## src/rtl/riscv_definitions.sv

```systemverilog
// riscv_definitions: memory-access FSM states and the data returned on an aborted access
package riscv_definitions;
   typedef enum logic [1:0] {MEM_IDLE, MEM_REQ, MEM_DONE} mem_state_t;
   localparam logic [31:0] MEM_ABORT_DATA = 32'hDEAD_BEEF;
endpackage

```

## src/rtl/mem_access_ctrl_if.sv

```systemverilog
// mem_access_ctrl_if: MA-stage request side and data-memory side of the access controller
interface mem_access_ctrl_if #(
   parameter int ADDR_WIDTH = 32,
   parameter int DATA_WIDTH = 32
);
   logic                    i_req_rd;
   logic                    i_req_wr;
   logic [ADDR_WIDTH-1:0]   i_addr;
   logic [DATA_WIDTH-1:0]   i_wdata;
   logic [DATA_WIDTH/8-1:0] i_wstrb;
   logic [DATA_WIDTH-1:0]   o_rdata;
   logic                    o_data_ready;
   logic                    o_err;
   logic                    o_mem_req;
   logic                    o_mem_we;
   logic [ADDR_WIDTH-1:0]   o_mem_addr;
   logic [DATA_WIDTH-1:0]   o_mem_wdata;
   logic [DATA_WIDTH/8-1:0] o_mem_wstrb;
   logic                    i_mem_ack;
   logic [DATA_WIDTH-1:0]   i_mem_rdata;
   modport slave (
      input  i_req_rd, i_req_wr, i_addr, i_wdata, i_wstrb, i_mem_ack, i_mem_rdata,
      output o_rdata, o_data_ready, o_err, o_mem_req, o_mem_we, o_mem_addr, o_mem_wdata, o_mem_wstrb
   );
   modport master (
      output i_req_rd, i_req_wr, i_addr, i_wdata, i_wstrb, i_mem_ack, i_mem_rdata,
      input  o_rdata, o_data_ready, o_err, o_mem_req, o_mem_we, o_mem_addr, o_mem_wdata, o_mem_wstrb
   );
endinterface

```

## src/rtl/mem_watchdog.sv

```systemverilog
// mem_watchdog: counts stalled request cycles; expired flags the last allowed cycle
module mem_watchdog #(
   parameter int LIMIT = 255
) (
   input  logic clk,
   input  logic rst_n,
   input  logic clr,
   input  logic en,
   output logic expired
);
   localparam int CW = ($clog2(LIMIT) > 8) ? $clog2(LIMIT) : 8;
   logic [CW-1:0] cnt;
   always_ff @(posedge clk or negedge rst_n) begin
      if (!rst_n) cnt <= '0;
      else if (clr) cnt <= '0;
      else if (en) cnt <= cnt + CW'(1);
   end
   assign expired = en && (cnt == CW'(LIMIT - 1));
endmodule

```

## src/rtl/mem_access_ctrl.sv

```systemverilog
// mem_access_ctrl: req/ack data-memory controller driving the pipeline data-ready stall.
// Define MEM_ACCESS_TIMEOUT_EN to abort accesses left unacknowledged for TIMEOUT_CYCLES.
module mem_access_ctrl
   import riscv_definitions::*;
#(
   parameter int ADDR_WIDTH     = 32,
   parameter int DATA_WIDTH     = 32,
   parameter int TIMEOUT_CYCLES = 255
) (
   input logic clk,
   input logic rst_n,
   mem_access_ctrl_if.slave bus
);
   mem_state_t state_q, state_d;
   logic req_any, in_req, ack_ok, abort;
   assign req_any = bus.i_req_rd | bus.i_req_wr;
   assign in_req  = (state_q == MEM_REQ);
   assign ack_ok  = in_req && bus.i_mem_ack;
`ifdef MEM_ACCESS_TIMEOUT_EN
   logic wd_expired;
   mem_watchdog #(.LIMIT(TIMEOUT_CYCLES)) u_watchdog (
      .clk     (clk),
      .rst_n   (rst_n),
      .clr     (!in_req),
      .en      (in_req && !bus.i_mem_ack),
      .expired (wd_expired)
   );
   assign abort = wd_expired;
`else
   logic unused_timeout;
   assign unused_timeout = (TIMEOUT_CYCLES > 0);
   assign abort = 1'b0;
`endif
   always_comb begin
      state_d = state_q;
      if (state_q == MEM_IDLE && req_any) state_d = MEM_REQ;
      if (ack_ok || abort) state_d = MEM_DONE;
      if (state_q == MEM_DONE) state_d = MEM_IDLE;
   end
   // Stall must assert in the very cycle a request shows up, hence combinational in IDLE
   assign bus.o_data_ready = (state_q == MEM_IDLE) ? !req_any : (state_q == MEM_DONE);
   always_ff @(posedge clk or negedge rst_n) begin
      if (!rst_n) begin
         state_q         <= MEM_IDLE;
         bus.o_mem_req   <= 1'b0;
         bus.o_mem_we    <= 1'b0;
         bus.o_mem_addr  <= '0;
         bus.o_mem_wdata <= '0;
         bus.o_mem_wstrb <= '0;
         bus.o_rdata     <= '0;
         bus.o_err       <= 1'b0;
      end else begin
         state_q   <= state_d;
         bus.o_err <= 1'b0;
         if (state_q == MEM_IDLE && req_any) begin
            bus.o_mem_req   <= 1'b1;
            bus.o_mem_we    <= bus.i_req_wr;
            bus.o_mem_addr  <= {bus.i_addr[ADDR_WIDTH-1:2], 2'b00};
            bus.o_mem_wdata <= bus.i_wdata;
            bus.o_mem_wstrb <= bus.i_req_wr ? bus.i_wstrb : '0;
            bus.o_err       <= bus.i_req_rd & bus.i_req_wr;
         end
         if (ack_ok || abort) bus.o_mem_req <= 1'b0;
         if (ack_ok && !bus.o_mem_we) bus.o_rdata <= bus.i_mem_rdata;
         if (abort) begin
            bus.o_rdata <= DATA_WIDTH'(MEM_ABORT_DATA);
            bus.o_err   <= 1'b1;
         end
      end
   end
endmodule

```

## src/flat_wrapper.sv

```systemverilog
// flat-port wrapper written by rule: the top's interface ports become plain ports
module mem_access_ctrl_flat import riscv_definitions::*;
#(
   parameter int ADDR_WIDTH     = 32,
   parameter int DATA_WIDTH     = 32,
   parameter int TIMEOUT_CYCLES = 255
)
  (clk, rst_n, bus_i_req_rd, bus_i_req_wr, bus_i_addr, bus_i_wdata, bus_i_wstrb, bus_i_mem_ack, bus_i_mem_rdata, bus_o_rdata, bus_o_data_ready, bus_o_err, bus_o_mem_req, bus_o_mem_we, bus_o_mem_addr, bus_o_mem_wdata, bus_o_mem_wstrb);
  mem_access_ctrl_if #(.ADDR_WIDTH(ADDR_WIDTH), .DATA_WIDTH(DATA_WIDTH)) bus_i ();
  input logic clk;
  input logic rst_n;
  input wire logic [$bits(bus_i.i_req_rd)-1:0] bus_i_req_rd;
  input wire logic [$bits(bus_i.i_req_wr)-1:0] bus_i_req_wr;
  input wire logic [$bits(bus_i.i_addr)-1:0] bus_i_addr;
  input wire logic [$bits(bus_i.i_wdata)-1:0] bus_i_wdata;
  input wire logic [$bits(bus_i.i_wstrb)-1:0] bus_i_wstrb;
  input wire logic [$bits(bus_i.i_mem_ack)-1:0] bus_i_mem_ack;
  input wire logic [$bits(bus_i.i_mem_rdata)-1:0] bus_i_mem_rdata;
  output wire logic [$bits(bus_i.o_rdata)-1:0] bus_o_rdata;
  output wire logic [$bits(bus_i.o_data_ready)-1:0] bus_o_data_ready;
  output wire logic [$bits(bus_i.o_err)-1:0] bus_o_err;
  output wire logic [$bits(bus_i.o_mem_req)-1:0] bus_o_mem_req;
  output wire logic [$bits(bus_i.o_mem_we)-1:0] bus_o_mem_we;
  output wire logic [$bits(bus_i.o_mem_addr)-1:0] bus_o_mem_addr;
  output wire logic [$bits(bus_i.o_mem_wdata)-1:0] bus_o_mem_wdata;
  output wire logic [$bits(bus_i.o_mem_wstrb)-1:0] bus_o_mem_wstrb;
  assign bus_i.i_req_rd = bus_i_req_rd;
  assign bus_i.i_req_wr = bus_i_req_wr;
  assign bus_i.i_addr = bus_i_addr;
  assign bus_i.i_wdata = bus_i_wdata;
  assign bus_i.i_wstrb = bus_i_wstrb;
  assign bus_i.i_mem_ack = bus_i_mem_ack;
  assign bus_i.i_mem_rdata = bus_i_mem_rdata;
  assign bus_o_rdata = bus_i.o_rdata;
  assign bus_o_data_ready = bus_i.o_data_ready;
  assign bus_o_err = bus_i.o_err;
  assign bus_o_mem_req = bus_i.o_mem_req;
  assign bus_o_mem_we = bus_i.o_mem_we;
  assign bus_o_mem_addr = bus_i.o_mem_addr;
  assign bus_o_mem_wdata = bus_i.o_mem_wdata;
  assign bus_o_mem_wstrb = bus_i.o_mem_wstrb;
  mem_access_ctrl #(.ADDR_WIDTH(ADDR_WIDTH), .DATA_WIDTH(DATA_WIDTH), .TIMEOUT_CYCLES(TIMEOUT_CYCLES)) u_core (.clk(clk), .rst_n(rst_n), .bus(bus_i));
endmodule
```

## config.mk

```make
export PLATFORM = sky130hd
export DESIGN_NAME = mem_access_ctrl_flat
export DESIGN_NICKNAME = d
export VERILOG_FILES = /design/src/rtl/riscv_definitions.sv /design/src/rtl/mem_access_ctrl_if.sv /design/src/rtl/mem_watchdog.sv /design/src/rtl/mem_access_ctrl.sv /design/src/flat_wrapper.sv
export SDC_FILE = /design/constraint.sdc
export NUM_CORES = 1
export LEC_CHECK = 0
export ABC_AREA = 1
export CAP_MARGIN = 10
export CORE_MARGIN = 1.5
export CORE_UTILIZATION = 43
export DETAILED_ROUTE_END_ITERATION = 7
export GPL_ROUTABILITY_DRIVEN = 1
export GPL_TIMING_DRIVEN = 0
export HOLD_SLACK_MARGIN = 0.12
export PLACE_DENSITY = 0.95
export RECOVER_POWER = 50
export REMOVE_ABC_BUFFERS = 1
export SYNTH_ARGS = -nofsm -noshare
export SYNTH_HDL_FRONTEND = slang
export SYNTH_SLANG_ARGS = --single-unit
export TNS_END_PERCENT = 20
```

## constraint.sdc

```tcl
create_clock -name clk -period 2 [get_ports clk]
set_clock_uncertainty 0.1 [all_clocks]
set_input_delay 0.4 -clock clk [delete_from_list [all_inputs] [get_ports clk]]
set_output_delay 0.4 -clock clk [all_outputs]
set_load 0.01 [all_outputs]
```

==> flow_summary.html, run 1 <==
<table>
<tr><th>Metric</th><th>Value</th></tr>
<tr><th colspan="2">Run status</th></tr>
<tr><td>Run status</td><td>finished clean</td></tr>
<tr><th colspan="2">Timing</th></tr>
<tr><td>Final number of max-transition violations</td><td>0</td></tr>
<tr><td>Part of the cycle the worst path needs</td><td>0.989</td></tr>
<tr><td>Number of hold violations in the final report</td><td>0</td></tr>
<tr><td>Worst slew slack as a fraction of its limit</td><td>0.255</td></tr>
<tr><td>Worst slew pin tran</td><td>1.12 ns</td></tr>
<tr><td>Fin Setup TNS</td><td>0 ns</td></tr>
<tr><td>Worst hold-check slack</td><td>0.380 ns</td></tr>
<tr><td>Setup repair after global routing missed its margin</td><td>yes</td></tr>
<tr><td>Maximum operating frequency</td><td>505 MHz</td></tr>
<tr><td>Number of setup violations in the final report</td><td>0</td></tr>
<tr><td>Crit path time final</td><td>1.98 ns</td></tr>
<tr><th colspan="2">GRT</th></tr>
<tr><td>Global-route track usage on met2</td><td>0.415</td></tr>
<tr><td>Antenna violations before repair</td><td>0</td></tr>
<tr><td>Layer carrying the most global-route usage</td><td>met2</td></tr>
<tr><td>Grt ovf</td><td>0</td></tr>
<tr><td>Number of global-route vias before repair</td><td>3,852</td></tr>
<tr><td>GRT Resource Usage Total</td><td>0.236</td></tr>
<tr><td>Pin count of the biggest net entering global routing</td><td>69</td></tr>
<tr><td>Met3 Resource Use GR</td><td>0.0714</td></tr>
<tr><td>Met1 Usage GRT</td><td>0.275</td></tr>
<tr><td>First-pass GRT wire length</td><td>18.7 mm</td></tr>
<tr><th colspan="2">Worst setup path</th></tr>
<tr><td>Endpoint class of the critical path</td><td>register</td></tr>
<tr><td>Kind of launch point of the worst setup path</td><td>input port</td></tr>
<tr><td>Cell-by-cell trace of the critical path</td><td>clkdlybuf4s50_1, nand2_1, nor2_4, nand2_8, nand2_1, nand2_1</td></tr>
<tr><td>Critical path arrival</td><td>2.10 ns</td></tr>
<tr><td>Path length in cells of the critical path</td><td>6</td></tr>
<tr><td>Slowest library cell on the worst path</td><td>nor2_4</td></tr>
<tr><td>Buffers and inverters on the worst path</td><td>1</td></tr>
<tr><td>Data required time of the critical path</td><td>2.12 ns</td></tr>
<tr><td>Highest net fanout along the worst path</td><td>34</td></tr>
<tr><td>Delay contributed by the slowest stage of the critical path</td><td>0.63 ns</td></tr>
<tr><td>Family of cells with the greatest summed delay on the critical path</td><td>simple AND/OR/NAND/NOR gates</td></tr>
<tr><td>Worst setup path class</td><td>in -&gt; reg</td></tr>
<tr><td>R2R cell count</td><td>5</td></tr>
<tr><td>Cell repeated most along the worst path</td><td>nand2_1</td></tr>
<tr><th colspan="2">Synth</th></tr>
<tr><td>Adder-cell area share of the yosys netlist</td><td>0</td></tr>
<tr><td>Sequential-to-total area share from yosys stat</td><td>0.623</td></tr>
<tr><td>Synth async-reset ratio</td><td>1.00</td></tr>
<tr><td>Portion of netlist area occupied by mux cells</td><td>0</td></tr>
<tr><td>Post-synthesis cell type with the largest combined area</td><td>dfrtp_1</td></tr>
<tr><td>Leading post-synthesis cells by cell area</td><td>dfrtp_1, nand2_1, nand3_1</td></tr>
<tr><td>Most numerous cell types in the synthesized netlist</td><td>nand2_1, dfrtp_1, nand3_1</td></tr>
<tr><td>Post-Synth Simple-Gate Area</td><td>0.315</td></tr>
<tr><td>Combinational family with the most area after synthesis</td><td>simple AND/OR/NAND/NOR gates</td></tr>
<tr><td>Count of different cell masters after synthesis</td><td>16</td></tr>
<tr><td>Synth Area in Compound Gates</td><td>0.00363</td></tr>
<tr><td>Post-synthesis instance area</td><td>4140 um^2</td></tr>
<tr><td>Register bit total from synthesis</td><td>103</td></tr>
<tr><td>Most frequently used flop master after synthesis</td><td>dfrtp_1</td></tr>
<tr><td>Synthesized netlist cell count</td><td>452</td></tr>
<tr><td>Xor/xnor share of the synthesized area</td><td>0</td></tr>
<tr><td>Number of enable flip-flop cells after synthesis</td><td>0</td></tr>
<tr><td>Top-count cell post-synth</td><td>nand2_1</td></tr>
<tr><td>Warnings from Yosys</td><td>0</td></tr>
<tr><td>Synthesized area per cell</td><td>9.16 um^2</td></tr>
<tr><td>Area fraction of the dominant cell type after synthesis</td><td>0.623</td></tr>
<tr><th colspan="2">Route</th></tr>
<tr><td>Number of iterations in the first detailed-routing pass</td><td>4</td></tr>
<tr><td>Number of DRC markers in iteration 0</td><td>161</td></tr>
<tr><td>Wire length reported by the detailed router</td><td>12.2 mm</td></tr>
<tr><td>Number of antenna-violating nets in the routed design</td><td>0</td></tr>
<tr><td>Via count normalized by instance count</td><td>5.00</td></tr>
<tr><td>Via count</td><td>3,885</td></tr>
<tr><td>DRC violations left</td><td>0</td></tr>
<tr><td>WL per Instance</td><td>15.7 um</td></tr>
<tr><th colspan="2">CTS</th></tr>
<tr><td>TritonCTS clock tree</td><td>done</td></tr>
<tr><td>Clock-pin slew reported for the worst setup and hold paths after clock tree synthesis</td><td>0.10 ns</td></tr>
<tr><td>Clock Sink Count</td><td>103</td></tr>
<tr><td>Clock latency at the later pin of the worst-skew pair</td><td>0.35 ns</td></tr>
<tr><td>H-tree depth reported by CTS</td><td>3</td></tr>
<tr><td>Cell chosen for the clock root</td><td>clkbuf_8</td></tr>
<tr><td>Number of buffers inserted during clock tree synthesis</td><td>9</td></tr>
<tr><td>Clock Path Buffers</td><td>2</td></tr>
<tr><th colspan="2">Pwr</th></tr>
<tr><td>Net switching power</td><td>3.48 mW</td></tr>
<tr><td>Power share of the sequential group</td><td>0.382</td></tr>
<tr><td>Clock network fraction of total power</td><td>0.142</td></tr>
<tr><td>Maximum ir drop on the vdd rail</td><td>796 uV</td></tr>
<tr><td>Internal</td><td>5.96 mW</td></tr>
<tr><td>Leakage power</td><td>3.14 nW</td></tr>
<tr><td>Net switching fraction of the power</td><td>0.369</td></tr>
<tr><td>Relative contribution of combinational cells to total power</td><td>0.476</td></tr>
<tr><td>Power consumption</td><td>9.45 mW</td></tr>
<tr><td>Power per Cell Area</td><td>1450 nW/um^2</td></tr>
<tr><th colspan="2">Min path</th></tr>
<tr><td>Type of the most critical hold path</td><td>reg -&gt; reg</td></tr>
<tr><td>Worst hold path depth</td><td>2</td></tr>
<tr><th colspan="2">Die</th></tr>
<tr><td>Count of pins on the block boundary</td><td>209</td></tr>
<tr><td>Vert. Die Dim</td><td>101 um</td></tr>
<tr><td>Placeable core region</td><td>9280 um^2</td></tr>
<tr><td>Die outline width</td><td>101 um</td></tr>
<tr><td>Number of placement rows</td><td>35</td></tr>
<tr><td>Die Footprint</td><td>10,200 um^2</td></tr>
<tr><td>Initial standard-cell utilization of the core</td><td>0.446</td></tr>
<tr><th colspan="2">Cells and area</th></tr>
<tr><td>Area of the multi-input gates</td><td>1380 um^2</td></tr>
<tr><td>Number of standard cells in the final layout excluding fillers</td><td>777</td></tr>
<tr><td>Count of antenna diodes in the layout</td><td>0</td></tr>
<tr><td>Fraction of layout cells with a size suffix above 1</td><td>0.0478</td></tr>
<tr><td>Register area</td><td>2580 um^2</td></tr>
<tr><td>Net count, final</td><td>748</td></tr>
<tr><td>Fill count</td><td>680</td></tr>
<tr><td>Final standard cell area without fillers</td><td>6490 um^2</td></tr>
<tr><td>Synth-to-layout area growth</td><td>56.8%</td></tr>
<tr><th colspan="2">Run</th></tr>
<tr><td>Number of violations of the max-capacitance limit</td><td>0</td></tr>
<tr><th colspan="2">Placed design</th></tr>
<tr><td>Routability congestion estimate</td><td>0.779</td></tr>
<tr><td>Placed Instances</td><td>757</td></tr>
<tr><td>Half-perimeter wire length of the detailed placement result</td><td>8.53 mm</td></tr>
<tr><td>Total of buffers placed on input and output ports</td><td>204</td></tr>
<tr><td>DP Area</td><td>6190 um^2</td></tr>
</table>
## metrics by stage
step,util,setup WS [ns]
2_1_floorplan,-,-0.763
3_3_place_gp,0.660,-3.26
3_5_place_dp,0.667,-0.979
4_1_cts,0.700,0.00796
5_1_grt,0.699,-0.0665
6_report,0.699,0.0211
## routing by layer
metal | wire length [um] | share of wire | vias to the layer above
li1 | - | - | 1825
met1 | 4700 | 0.39 | 1857
met2 | 6100 | 0.50 | 179
met3 | 1150 | 0.094 | 24
met4 | 242 | 0.020 | 0
met5 | 0 | 0 | -
## power by group through the flow
stage	clock network (mW)	registers (mW)	logic, mW
after detailed placement	0	3.63	4.50
after global placement	0	3.57	4.29
after CTS	1.38	3.60	4.55
after floorplan	0	4.03	1.34
after global routing	1.46	3.71	4.91
final	1.34	3.61	4.49
## final timing paths
check                                                  to                    from  slack, ns
min in group asynchronous       u_core.bus.o_mem_addr[23]                   rst_n       0.68
worst max register to register     u_core.bus.o_rdata[11]       u_core.state_q[0]       0.07
max in group asynchronous        u_core.bus.o_mem_addr[3]                   rst_n       0.23
worst max-delay path               u_core.bus.o_rdata[11]           bus_i_mem_ack       0.02
worst min-delay path               u_core.bus.o_rdata[30]  u_core.bus.o_rdata[30]       0.38
worst min register to register     u_core.bus.o_rdata[30]  u_core.bus.o_rdata[30]       0.38
## cell families after synthesis
kind of cell | count (synthesis)
AOI/OAI and AO/OA | 3
buffers and inverters | 37
DFF | 103
other | 1
and+or+nand+nor | 308
## sequential cells by signal, indices dropped and copies added (netlist names)
register and cells:
u_core.bus.o_mem_addr 30, u_core.bus.o_rdata 32, u_core.bus.o_mem_wdata 32, u_core.bus.o_mem_req 1
u_core.state_q 2, u_core.bus.o_err 1, u_core.bus.o_mem_wstrb 4, u_core.bus.o_mem_we 1
## timing repair
action,in CTS,in global routing
setup buffers,1,0
endpoints found under the setup margin,84,98
pin swaps,1,1
gates cloned,2,0
gates resized for setup,16,1
hold endpoints to repair,41,0
hold buffers,1,0
## worst min-delay path: stages (launching register included)
cell	delay, ns
dfrtp_1	0.35
nand2_1	0.05
nand2_1	0.05
## cell usage in the layout, fill, tap and decap left out, types with 2 or more instances in the layout
master	n
nand2_1	202
nand3_1	98
inv_1	3
nor2_1	3
nor2_4	2
dfrtp_1	102
clkbuf_8	10
nand2_8	3
buf_12	2
clkdlybuf4s50_1	200
a21oi_1	2
dlygate4sd2_1	2
inv_6	2
conb_1	2
inv_4	2
## layout make-up
cell class / count / area share
Sequential cell: 103 / 0.397
Timing Repair Buffer: 210 / 0.331
Multi-Input combinational cell: 314 / 0.212
Tap cell: 129 / 0.0249
Clock buffer: 11 / 0.0218
Clock inverter: 5 / 0.00983
Inverter: 5 / 0.00366
Power figures use the tool's default switching activity.
==> run 2: changes to the inputs <==
CTS_CLUSTER_SIZE = 12   (was default)
clock period = 2.4 ns   (was 2 ns; I/O delays follow)
==> run 2 against run 1 <==
Die area unchanged; wire length fell by 3.3%; clock power fell by 16%; setup slack improved by 0.12 ns; register-to-register slack better by 0.21 ns; critical path type is now in -> out; global-route usage down 0.72 points.
==> flow_summary.html, run 2 (synthesis gave the netlist of run 1 again) <==
<table>
<tr><th>Metric</th><th>Value</th></tr>
<tr><th colspan="2">Run status</th></tr>
<tr><td>Run status</td><td>finished clean (unchanged)</td></tr>
<tr><th colspan="2">GRT</th></tr>
<tr><td>GRT Resource Usage Total</td><td>0.229 (was 0.236)</td></tr>
<tr><td>Number of global-route vias before repair</td><td>3,791 (was 3,852)</td></tr>
<tr><td>First-pass GRT wire length</td><td>18.3 mm (was 18.7 mm)</td></tr>
<tr><td>Grt ovf</td><td>0 (unchanged)</td></tr>
<tr><td>Antenna violations before repair</td><td>0 (unchanged)</td></tr>
<tr><td>Pin count of the biggest net entering global routing</td><td>69 (unchanged)</td></tr>
<tr><th colspan="2">Placed design</th></tr>
<tr><td>Minimum setup slack after placement</td><td>-0.659 ns (was -0.979 ns)</td></tr>
<tr><td>Half-perimeter wire length of the detailed placement result</td><td>8.53 mm (unchanged)</td></tr>
<tr><td>Routability congestion estimate</td><td>0.779 (unchanged)</td></tr>
<tr><td>Total of buffers placed on input and output ports</td><td>204 (unchanged)</td></tr>
<tr><th colspan="2">Timing</th></tr>
<tr><td>Final number of max-transition violations</td><td>0 (unchanged)</td></tr>
<tr><td>Crit path time final</td><td>2.26 ns</td></tr>
<tr><td>Number of hold violations in the final report</td><td>0 (unchanged)</td></tr>
<tr><td>Number of setup violations in the final report</td><td>0 (unchanged)</td></tr>
<tr><td>Setup repair after global routing missed its margin</td><td>no (was yes)</td></tr>
<tr><td>Worst hold-check slack</td><td>0.376 ns (was 0.380 ns)</td></tr>
<tr><td>Part of the cycle the worst path needs</td><td>0.941</td></tr>
<tr><td>Worst slew pin tran</td><td>1.07 ns (was 1.12 ns)</td></tr>
<tr><td>Maximum operating frequency</td><td>443 MHz</td></tr>
<tr><td>Worst-case setup margin in the final layout</td><td>0.142 ns (was 0.0211 ns)</td></tr>
<tr><td>Worst slew slack as a fraction of its limit</td><td>0.289 (was 0.255)</td></tr>
<tr><th colspan="2">Cells and area</th></tr>
<tr><td>Register area</td><td>2580 um^2 (about the same)</td></tr>
<tr><td>Fill count</td><td>690 (was 680)</td></tr>
<tr><td>Registers with the most flip-flops</td><td>u_core.bus.o_mem_wdata (32), u_core.bus.o_rdata (32), u_core.bus.o_mem_addr (30) (unchanged)</td></tr>
<tr><td>Area of the multi-input gates</td><td>1350 um^2 (was 1380 um^2)</td></tr>
<tr><td>Most frequent cells in the layout</td><td>nand2_1, clkdlybuf4s50_1, dfrtp_1, nand3_1, dlygate4sd3_1 (was nand2_1, clkdlybuf4s50_1, dfrtp_1, nand3_1, clkbuf_8)</td></tr>
<tr><td>Most common cell after layout, fill and taps aside</td><td>nand2_1 (unchanged)</td></tr>
<tr><td>Synth-to-layout area growth</td><td>54.6% (was 56.8%)</td></tr>
<tr><td>Layout Utilization</td><td>0.690 (was 0.699)</td></tr>
<tr><td>Count of antenna diodes in the layout</td><td>0 (unchanged)</td></tr>
<tr><td>Fraction of layout cells with a size suffix above 1</td><td>0.0419 (was 0.0478)</td></tr>
<tr><td>Net count, final</td><td>745 (was 748)</td></tr>
<tr><th colspan="2">CTS</th></tr>
<tr><td>Clock latency at the later pin of the worst-skew pair</td><td>0.35 ns (about the same)</td></tr>
<tr><td>TritonCTS clock tree</td><td>done (unchanged)</td></tr>
<tr><td>Number of buffers inserted during clock tree synthesis</td><td>9 (unchanged)</td></tr>
<tr><td>H-tree depth reported by CTS</td><td>3 (unchanged)</td></tr>
<tr><td>Cell chosen for the clock root</td><td>clkbuf_8 (unchanged)</td></tr>
<tr><td>Clock Sink Count</td><td>103 (unchanged)</td></tr>
<tr><td>Clock-pin slew reported for the worst setup and hold paths after clock tree synthesis</td><td>0.10 ns (about the same)</td></tr>
<tr><td>Clock Path Buffers</td><td>2 (unchanged)</td></tr>
<tr><th colspan="2">Pwr</th></tr>
<tr><td>Clock network fraction of total power</td><td>0.146 (was 0.142)</td></tr>
<tr><td>Leakage power</td><td>3.18 nW (was 3.14 nW)</td></tr>
<tr><td>Power per Cell Area</td><td>1200 nW/um^2 (was 1450 nW/um^2)</td></tr>
<tr><td>Net switching power</td><td>2.86 mW (was 3.48 mW)</td></tr>
<tr><td>Power share of the sequential group</td><td>0.389 (was 0.382)</td></tr>
<tr><td>Maximum ir drop on the vdd rail</td><td>613 uV (was 796 uV)</td></tr>
<tr><td>Relative contribution of combinational cells to total power</td><td>0.465 (was 0.476)</td></tr>
<tr><td>Net switching fraction of the power</td><td>0.373 (was 0.369)</td></tr>
<tr><td>Internal</td><td>4.81 mW (was 5.96 mW)</td></tr>
<tr><th colspan="2">Die</th></tr>
<tr><td>Die Footprint</td><td>10,200 um^2 (unchanged)</td></tr>
<tr><td>Die outline width</td><td>101 um (unchanged)</td></tr>
<tr><td>Number of placement rows</td><td>35 (unchanged)</td></tr>
<tr><td>Count of pins on the block boundary</td><td>209 (unchanged)</td></tr>
<tr><td>Vert. Die Dim</td><td>101 um (unchanged)</td></tr>
<tr><td>Initial standard-cell utilization of the core</td><td>0.446 (unchanged)</td></tr>
<tr><td>Placeable core region</td><td>9280 um^2 (unchanged)</td></tr>
<tr><th colspan="2">Worst setup path</th></tr>
<tr><td>Critical path arrival</td><td>1.68 ns (was 2.10 ns)</td></tr>
<tr><td>Launching point of the worst reg2reg path</td><td>u_core.state_q[1] (was u_core.state_q[0])</td></tr>
<tr><td>Worst setup path class</td><td>in -&gt; out (was in -&gt; reg)</td></tr>
<tr><td>Highest net fanout along the worst path</td><td>42 (was 34)</td></tr>
<tr><td>Kind of launch point of the worst setup path</td><td>input port (unchanged)</td></tr>
<tr><td>Endpoint class of the critical path</td><td>output port (was register)</td></tr>
<tr><td>R2R cell count</td><td>4 (was 5)</td></tr>
<tr><td>Data required time of the critical path</td><td>1.82 ns (was 2.12 ns)</td></tr>
<tr><td>Start point of the critical path</td><td>bus_i_req_rd (was bus_i_mem_ack)</td></tr>
<tr><td>R2R Setup Slk</td><td>0.28 ns (was 0.07 ns)</td></tr>
<tr><td>Critical register-to-register path endpoint</td><td>u_core.bus.o_mem_wdata[7] (was u_core.bus.o_rdata[11])</td></tr>
<tr><th colspan="2">Route</th></tr>
<tr><td>WL per Instance</td><td>15.2 um (was 15.7 um)</td></tr>
<tr><td>Number of iterations in the first detailed-routing pass</td><td>4 (unchanged)</td></tr>
<tr><td>Number of antenna-violating nets in the routed design</td><td>0 (unchanged)</td></tr>
<tr><td>DRC violations left</td><td>0 (unchanged)</td></tr>
<tr><td>Via count normalized by instance count</td><td>4.96 (was 5.00)</td></tr>
<tr><td>Wire length reported by the detailed router</td><td>11.8 mm (was 12.2 mm)</td></tr>
<tr><td>Number of DRC markers in iteration 0</td><td>148 (was 161)</td></tr>
<tr><td>Via count</td><td>3,836 (was 3,885)</td></tr>
<tr><th colspan="2">Min path</th></tr>
<tr><td>Type of the most critical hold path</td><td>reg -&gt; reg (unchanged)</td></tr>
<tr><td>Launch instance of the worst min-delay path</td><td>u_core.bus.o_mem_addr[6] (was u_core.bus.o_rdata[30])</td></tr>
<tr><td>Worst Hold Endpoint</td><td>u_core.bus.o_mem_addr[6] (was u_core.bus.o_rdata[30])</td></tr>
<tr><td>Worst hold path depth</td><td>2 (unchanged)</td></tr>
<tr><th colspan="2">Run</th></tr>
<tr><td>Number of violations of the max-capacitance limit</td><td>0 (unchanged)</td></tr>
</table>
-- run 2: power by group through the flow --
| stage | combinational [mW] | clock, mW | sequential [mW] |
|---|---|---|---|
| floorplan | 1.11 | 0 | 3.36 |
| CTS | 3.75 | 1.15 | 3.00 |
| detailed placement | 3.75 | 0 | 3.03 |
| global placement | 3.57 | 0 | 2.97 |
| finish | 3.57 | 1.12 | 2.98 |
| global route | 3.91 | 1.22 | 3.07 |
-- run 2: layer usage --
layer  global-route usage  share of wire  up-vias
met5                    0              0        -
li1                     -              -     1815
met2                0.405           0.50      174
met3               0.0700          0.092       17
met4               0.0716          0.014        0
met1                0.267           0.39     1830
-- run 2: worst max-delay path by stage --
stage | cells after the start | to | slack (ns)
floorplan | 5 | u_core.bus.o_mem_addr[10] | -0.44
global placement | 1 | u_core.bus.o_rdata[20] | -2.94
detailed placement | 6 | u_core.bus.o_mem_wstrb[3] | -0.66
CTS | 6 | bus_o_data_ready | 0.002
global route | 6 | bus_o_data_ready | 0.05
finish | 6 | bus_o_data_ready | 0.14
-- run 2: timing repair --
| item | 4_1_cts | 5_1_grt |
|---|---|---|
| gates resized for setup | 7 | 2 |
| hold endpoints to repair | 41 | 0 |
| setup endpoints to repair | 69 | 1 |
| buffers inserted | 0 | 0 |
| hold buffers | 1 | 0 |
-- run 2: critical path, stage by stage --
cell and delay (ns):
clkdlybuf4s50_1 0.41, inv_2 0.11, nand2_8 0.14, buf_12 0.21, a21oi_1 0.15, clkbuf_2 0.16
-- run 2: area by class of cell --
cell class	instances	share of cell area
clock buffers	11	0.0221
clock inverters	5	0.00997
inverters	5	0.00293
multi-input cells	313	0.210
flip-flops and latches	103	0.403
well taps	129	0.0252
repair buffers	208	0.327
-- run 2: stage by stage --
stage	area (um^2)	TNS, ns	instances	total power [mW]
detailed placement	6190	-44.36	757	6.78
finish	6400	0	774	7.67
global route	6400	0	774	8.21
CTS	6420	0	774	7.90
global placement	6130	-457.17	754	6.54
floorplan	3920	-30.08	421	4.47
==> run 3: changes to the inputs <==
CORE_MARGIN = 3   (was 1.5)
==> run 3 against run 2 <==
Global-route usage up 0.29 points; via count grew 1.1%; critical path type unchanged; register-to-register slack got worse by 0.11 ns; cell area about the same; non-clock buffer count did not move; largest power group unchanged.
==> flow_summary.html, run 3 (synthesis gave the netlist of run 1 again) <==
<table>
<tr><th>Metric</th><th>Value</th></tr>
<tr><th colspan="2">Die</th></tr>
<tr><td>Die Footprint</td><td>10,800 um^2 (was 10,200 um^2)</td></tr>
<tr><td>Die outline width</td><td>104 um (was 101 um)</td></tr>
<tr><td>Vert. Die Dim</td><td>104 um (was 101 um)</td></tr>
<tr><td>Number of placement rows</td><td>35 (unchanged)</td></tr>
<tr><td>Count of pins on the block boundary</td><td>209 (unchanged)</td></tr>
<tr><td>Initial standard-cell utilization of the core</td><td>0.446 (unchanged)</td></tr>
<tr><td>Placeable core region</td><td>9280 um^2 (unchanged)</td></tr>
<tr><th colspan="2">Cells and area</th></tr>
<tr><td>Register area</td><td>2580 um^2 (unchanged)</td></tr>
<tr><td>Fraction of layout cells with a size suffix above 1</td><td>0.0449 (was 0.0419)</td></tr>
<tr><td>Synth-to-layout area growth</td><td>54.7% (was 54.6%)</td></tr>
<tr><td>Registers with the most flip-flops</td><td>u_core.bus.o_mem_wdata (32), u_core.bus.o_rdata (32), u_core.bus.o_mem_addr (30) (unchanged)</td></tr>
<tr><td>Area of the multi-input gates</td><td>1370 um^2 (was 1350 um^2)</td></tr>
<tr><td>Most frequent cells in the layout</td><td>nand2_1, clkdlybuf4s50_1, dfrtp_1, nand3_1, dlygate4sd3_1 (unchanged)</td></tr>
<tr><td>Net count, final</td><td>747 (was 745)</td></tr>
<tr><td>Fill count</td><td>676 (was 690)</td></tr>
<tr><td>Most common cell after layout, fill and taps aside</td><td>nand2_1 (unchanged)</td></tr>
<tr><td>Layout Utilization</td><td>0.690 (about the same)</td></tr>
<tr><th colspan="2">Worst setup path</th></tr>
<tr><td>Worst setup path class</td><td>in -&gt; out (unchanged)</td></tr>
<tr><td>Buffers and inverters on the worst path</td><td>4 (unchanged)</td></tr>
<tr><td>Delay contributed by the slowest stage of the critical path</td><td>0.46 ns (was 0.41 ns)</td></tr>
<tr><td>Highest net fanout along the worst path</td><td>38 (was 42)</td></tr>
<tr><td>Launching point of the worst reg2reg path</td><td>u_core.state_q[0] (was u_core.state_q[1])</td></tr>
<tr><td>Slowest library cell on the worst path</td><td>clkdlybuf4s50_1 (unchanged)</td></tr>
<tr><td>Data required time of the critical path</td><td>1.82 ns (about the same)</td></tr>
<tr><td>R2R Setup Slk</td><td>0.17 ns (was 0.28 ns)</td></tr>
<tr><td>Family of cells with the greatest summed delay on the critical path</td><td>buffers and inverters (unchanged)</td></tr>
<tr><td>Critical path arrival</td><td>1.71 ns (was 1.68 ns)</td></tr>
<tr><td>R2R cell count</td><td>5 (was 4)</td></tr>
<tr><td>Kind of launch point of the worst setup path</td><td>input port (unchanged)</td></tr>
<tr><td>Cell-by-cell trace of the critical path</td><td>clkdlybuf4s50_1, inv_4, nand2_8, buf_16, a21oi_1, clkbuf_2 (was clkdlybuf4s50_1, inv_2, nand2_8, buf_12, a21oi_1, clkbuf_2)</td></tr>
<tr><td>Critical register-to-register path endpoint</td><td>u_core.bus.o_rdata[4] (was u_core.bus.o_mem_wdata[7])</td></tr>
<tr><td>Endpoint class of the critical path</td><td>output port (unchanged)</td></tr>
<tr><th colspan="2">Timing</th></tr>
<tr><td>Worst slew slack as a fraction of its limit</td><td>0.222 (was 0.289)</td></tr>
<tr><td>Worst slew pin tran</td><td>1.17 ns (was 1.07 ns)</td></tr>
<tr><td>Part of the cycle the worst path needs</td><td>0.952 (was 0.941)</td></tr>
<tr><td>Maximum operating frequency</td><td>438 MHz (was 443 MHz)</td></tr>
<tr><td>Number of setup violations in the final report</td><td>0 (unchanged)</td></tr>
<tr><td>Crit path time final</td><td>2.29 ns (was 2.26 ns)</td></tr>
<tr><td>Final number of max-transition violations</td><td>0 (unchanged)</td></tr>
<tr><td>Setup repair after global routing missed its margin</td><td>no (unchanged)</td></tr>
<tr><td>Fin Setup TNS</td><td>0 ns (unchanged)</td></tr>
<tr><td>Number of hold violations in the final report</td><td>0 (unchanged)</td></tr>
<tr><th colspan="2">Route</th></tr>
<tr><td>DRC violations left</td><td>0 (unchanged)</td></tr>
<tr><td>Number of antenna-violating nets in the routed design</td><td>0 (unchanged)</td></tr>
<tr><td>Wire length reported by the detailed router</td><td>13.0 mm (was 11.8 mm)</td></tr>
<tr><td>Via count</td><td>3,880 (was 3,836)</td></tr>
<tr><td>WL per Instance</td><td>16.8 um (was 15.2 um)</td></tr>
<tr><td>Number of DRC markers in iteration 0</td><td>248 (was 148)</td></tr>
<tr><td>Via count normalized by instance count</td><td>5.00 (was 4.96)</td></tr>
<tr><td>Number of iterations in the first detailed-routing pass</td><td>4 (unchanged)</td></tr>
<tr><th colspan="2">CTS</th></tr>
<tr><td>Clock-pin slew reported for the worst setup and hold paths after clock tree synthesis</td><td>0.10 ns (about the same)</td></tr>
<tr><td>Number of buffers inserted during clock tree synthesis</td><td>9 (unchanged)</td></tr>
<tr><td>Clock latency at the later pin of the worst-skew pair</td><td>0.36 ns (was 0.35 ns)</td></tr>
<tr><td>Clock Sink Count</td><td>103 (unchanged)</td></tr>
<tr><td>Cell chosen for the clock root</td><td>clkbuf_8 (unchanged)</td></tr>
<tr><td>Post-CTS Setup Repair Bufs</td><td>0 (unchanged)</td></tr>
<tr><td>Clock Path Buffers</td><td>2 (unchanged)</td></tr>
<tr><td>H-tree depth reported by CTS</td><td>3 (unchanged)</td></tr>
<tr><td>TritonCTS clock tree</td><td>done (unchanged)</td></tr>
<tr><th colspan="2">Pwr</th></tr>
<tr><td>Clock network fraction of total power</td><td>0.133 (was 0.146)</td></tr>
<tr><td>Leakage power</td><td>3.17 nW (was 3.18 nW)</td></tr>
<tr><td>Relative contribution of combinational cells to total power</td><td>0.474 (was 0.465)</td></tr>
<tr><td>Net switching power</td><td>2.95 mW (was 2.86 mW)</td></tr>
<tr><td>Power share of the sequential group</td><td>0.393 (was 0.389)</td></tr>
<tr><td>Internal</td><td>4.68 mW (was 4.81 mW)</td></tr>
<tr><td>Power per Cell Area</td><td>1190 nW/um^2 (was 1200 nW/um^2)</td></tr>
<tr><td>Maximum ir drop on the vdd rail</td><td>529 uV (was 613 uV)</td></tr>
<tr><td>Net switching fraction of the power</td><td>0.386 (was 0.373)</td></tr>
<tr><th colspan="2">GRT</th></tr>
<tr><td>GRT Resource Usage Total</td><td>0.232 (was 0.229)</td></tr>
<tr><td>Antenna violations before repair</td><td>1 (was 0)</td></tr>
<tr><td>First-pass GRT wire length</td><td>20.2 mm (was 18.3 mm)</td></tr>
<tr><td>Number of global-route vias before repair</td><td>3,890 (was 3,791)</td></tr>
<tr><td>Grt ovf</td><td>0 (unchanged)</td></tr>
<tr><td>Global-route track usage on met2</td><td>0.386 (was 0.405)</td></tr>
<tr><td>Met3 Resource Use GR</td><td>0.0819 (was 0.0700)</td></tr>
<tr><td>Layer carrying the most global-route usage</td><td>met2 (unchanged)</td></tr>
<tr><td>Pin count of the biggest net entering global routing</td><td>69 (unchanged)</td></tr>
<tr><td>Met1 Usage GRT</td><td>0.278 (was 0.267)</td></tr>
<tr><th colspan="2">Min path</th></tr>
<tr><td>Type of the most critical hold path</td><td>reg -&gt; reg (unchanged)</td></tr>
<tr><td>Worst hold path depth</td><td>2 (unchanged)</td></tr>
<tr><td>Worst Hold Endpoint</td><td>u_core.bus.o_mem_wdata[4] (was u_core.bus.o_mem_addr[6])</td></tr>
<tr><td>Launch instance of the worst min-delay path</td><td>u_core.bus.o_mem_wdata[4] (was u_core.bus.o_mem_addr[6])</td></tr>
<tr><th colspan="2">Run status</th></tr>
<tr><td>Run status</td><td>finished clean (unchanged)</td></tr>
<tr><th colspan="2">Placed design</th></tr>
<tr><td>Total of buffers placed on input and output ports</td><td>204 (unchanged)</td></tr>
<tr><td>Half-perimeter wire length of the detailed placement result</td><td>9.08 mm (was 8.53 mm)</td></tr>
<tr><td>Routability congestion estimate</td><td>0.771 (was 0.779)</td></tr>
<tr><th colspan="2">Run</th></tr>
<tr><td>Number of violations of the max-capacitance limit</td><td>0 (unchanged)</td></tr>
</table>
==> run 3: area by class of cell <==
| class | count | share of cell area |
|---|---|---|
| clock inverters | 6 | 0.00840 |
| inverters | 5 | 0.00332 |
| well taps | 129 | 0.0252 |
| clock buffers | 9 | 0.0193 |
| flip-flops and latches | 103 | 0.402 |
| multi-input cells | 315 | 0.213 |
| repair buffers | 208 | 0.328 |
| diodes | 1 | 0.000391 |
==> run 3: worst max-delay path by stage <==
stage / from / end / slack (ns) / cells past startpoint
2_1_floorplan: bus_i_req_rd / u_core.bus.o_mem_addr[10] / -0.44 / 5
3_3_place_gp: rst_n / u_core.bus.o_rdata[13] / -2.92 / 1
3_5_place_dp: bus_i_req_wr / u_core.bus.o_mem_addr[25] / -0.72 / 6
4_1_cts: bus_i_req_rd / bus_o_data_ready / -0.003 / 6
5_1_grt: u_core.state_q[0] / u_core.bus.o_rdata[4] / 0.03 / 5
6_report: bus_i_req_rd / bus_o_data_ready / 0.11 / 6
==> run 3: metal layers <==
layer	vias up	part of all wire
met5	-	0
met4	0	0.028
met3	31	0.085
met2	193	0.50
met1	1840	0.38
li1	1816	-
==> run 3: power by group through the flow <==
stage | clock network, mW | registers, mW | logic, mW
after floorplan | 0 | 3.36 | 1.11
after global placement | 0 | 2.97 | 3.59
after detailed placement | 0 | 3.02 | 3.77
after CTS | 1.04 | 2.99 | 3.78
after global routing | 1.12 | 3.09 | 3.96
final | 1.01 | 3.00 | 3.62
==> run 3: metrics by stage <==
| stage | std cells | hold WS, ns | total power, mW | setup slack [ns] | cell area [um^2] |
|---|---|---|---|---|---|
| final | 776 | 0.374 | 7.63 | 0.115 | 6400 |
| after global routing | 776 | 0.395 | 8.17 | 0.0295 | 6400 |
| after CTS | 773 | 0.381 | 7.81 | -0.00286 | 6400 |
| after detailed placement | 757 | 0.357 | 6.80 | -0.721 | 6190 |
| after global placement | 754 | 0.352 | 6.56 | -2.92 | 6130 |
| after floorplan | 421 | 0.0844 | 4.47 | -0.443 | 3920 |
==> run 3: repair_timing <==
item,CTS,global route
pin swaps,0,2
hold buffers,1,0
endpoints found under the hold margin,45,0
cloned,0,2
endpoints found under the setup margin,69,54
resized for setup,7,4
==> run 3: worst min-delay path: cells and delay by family (launching register included) <==
family	cells	cell delay, ns
flops	1	0.35
simple gates	2	0.10
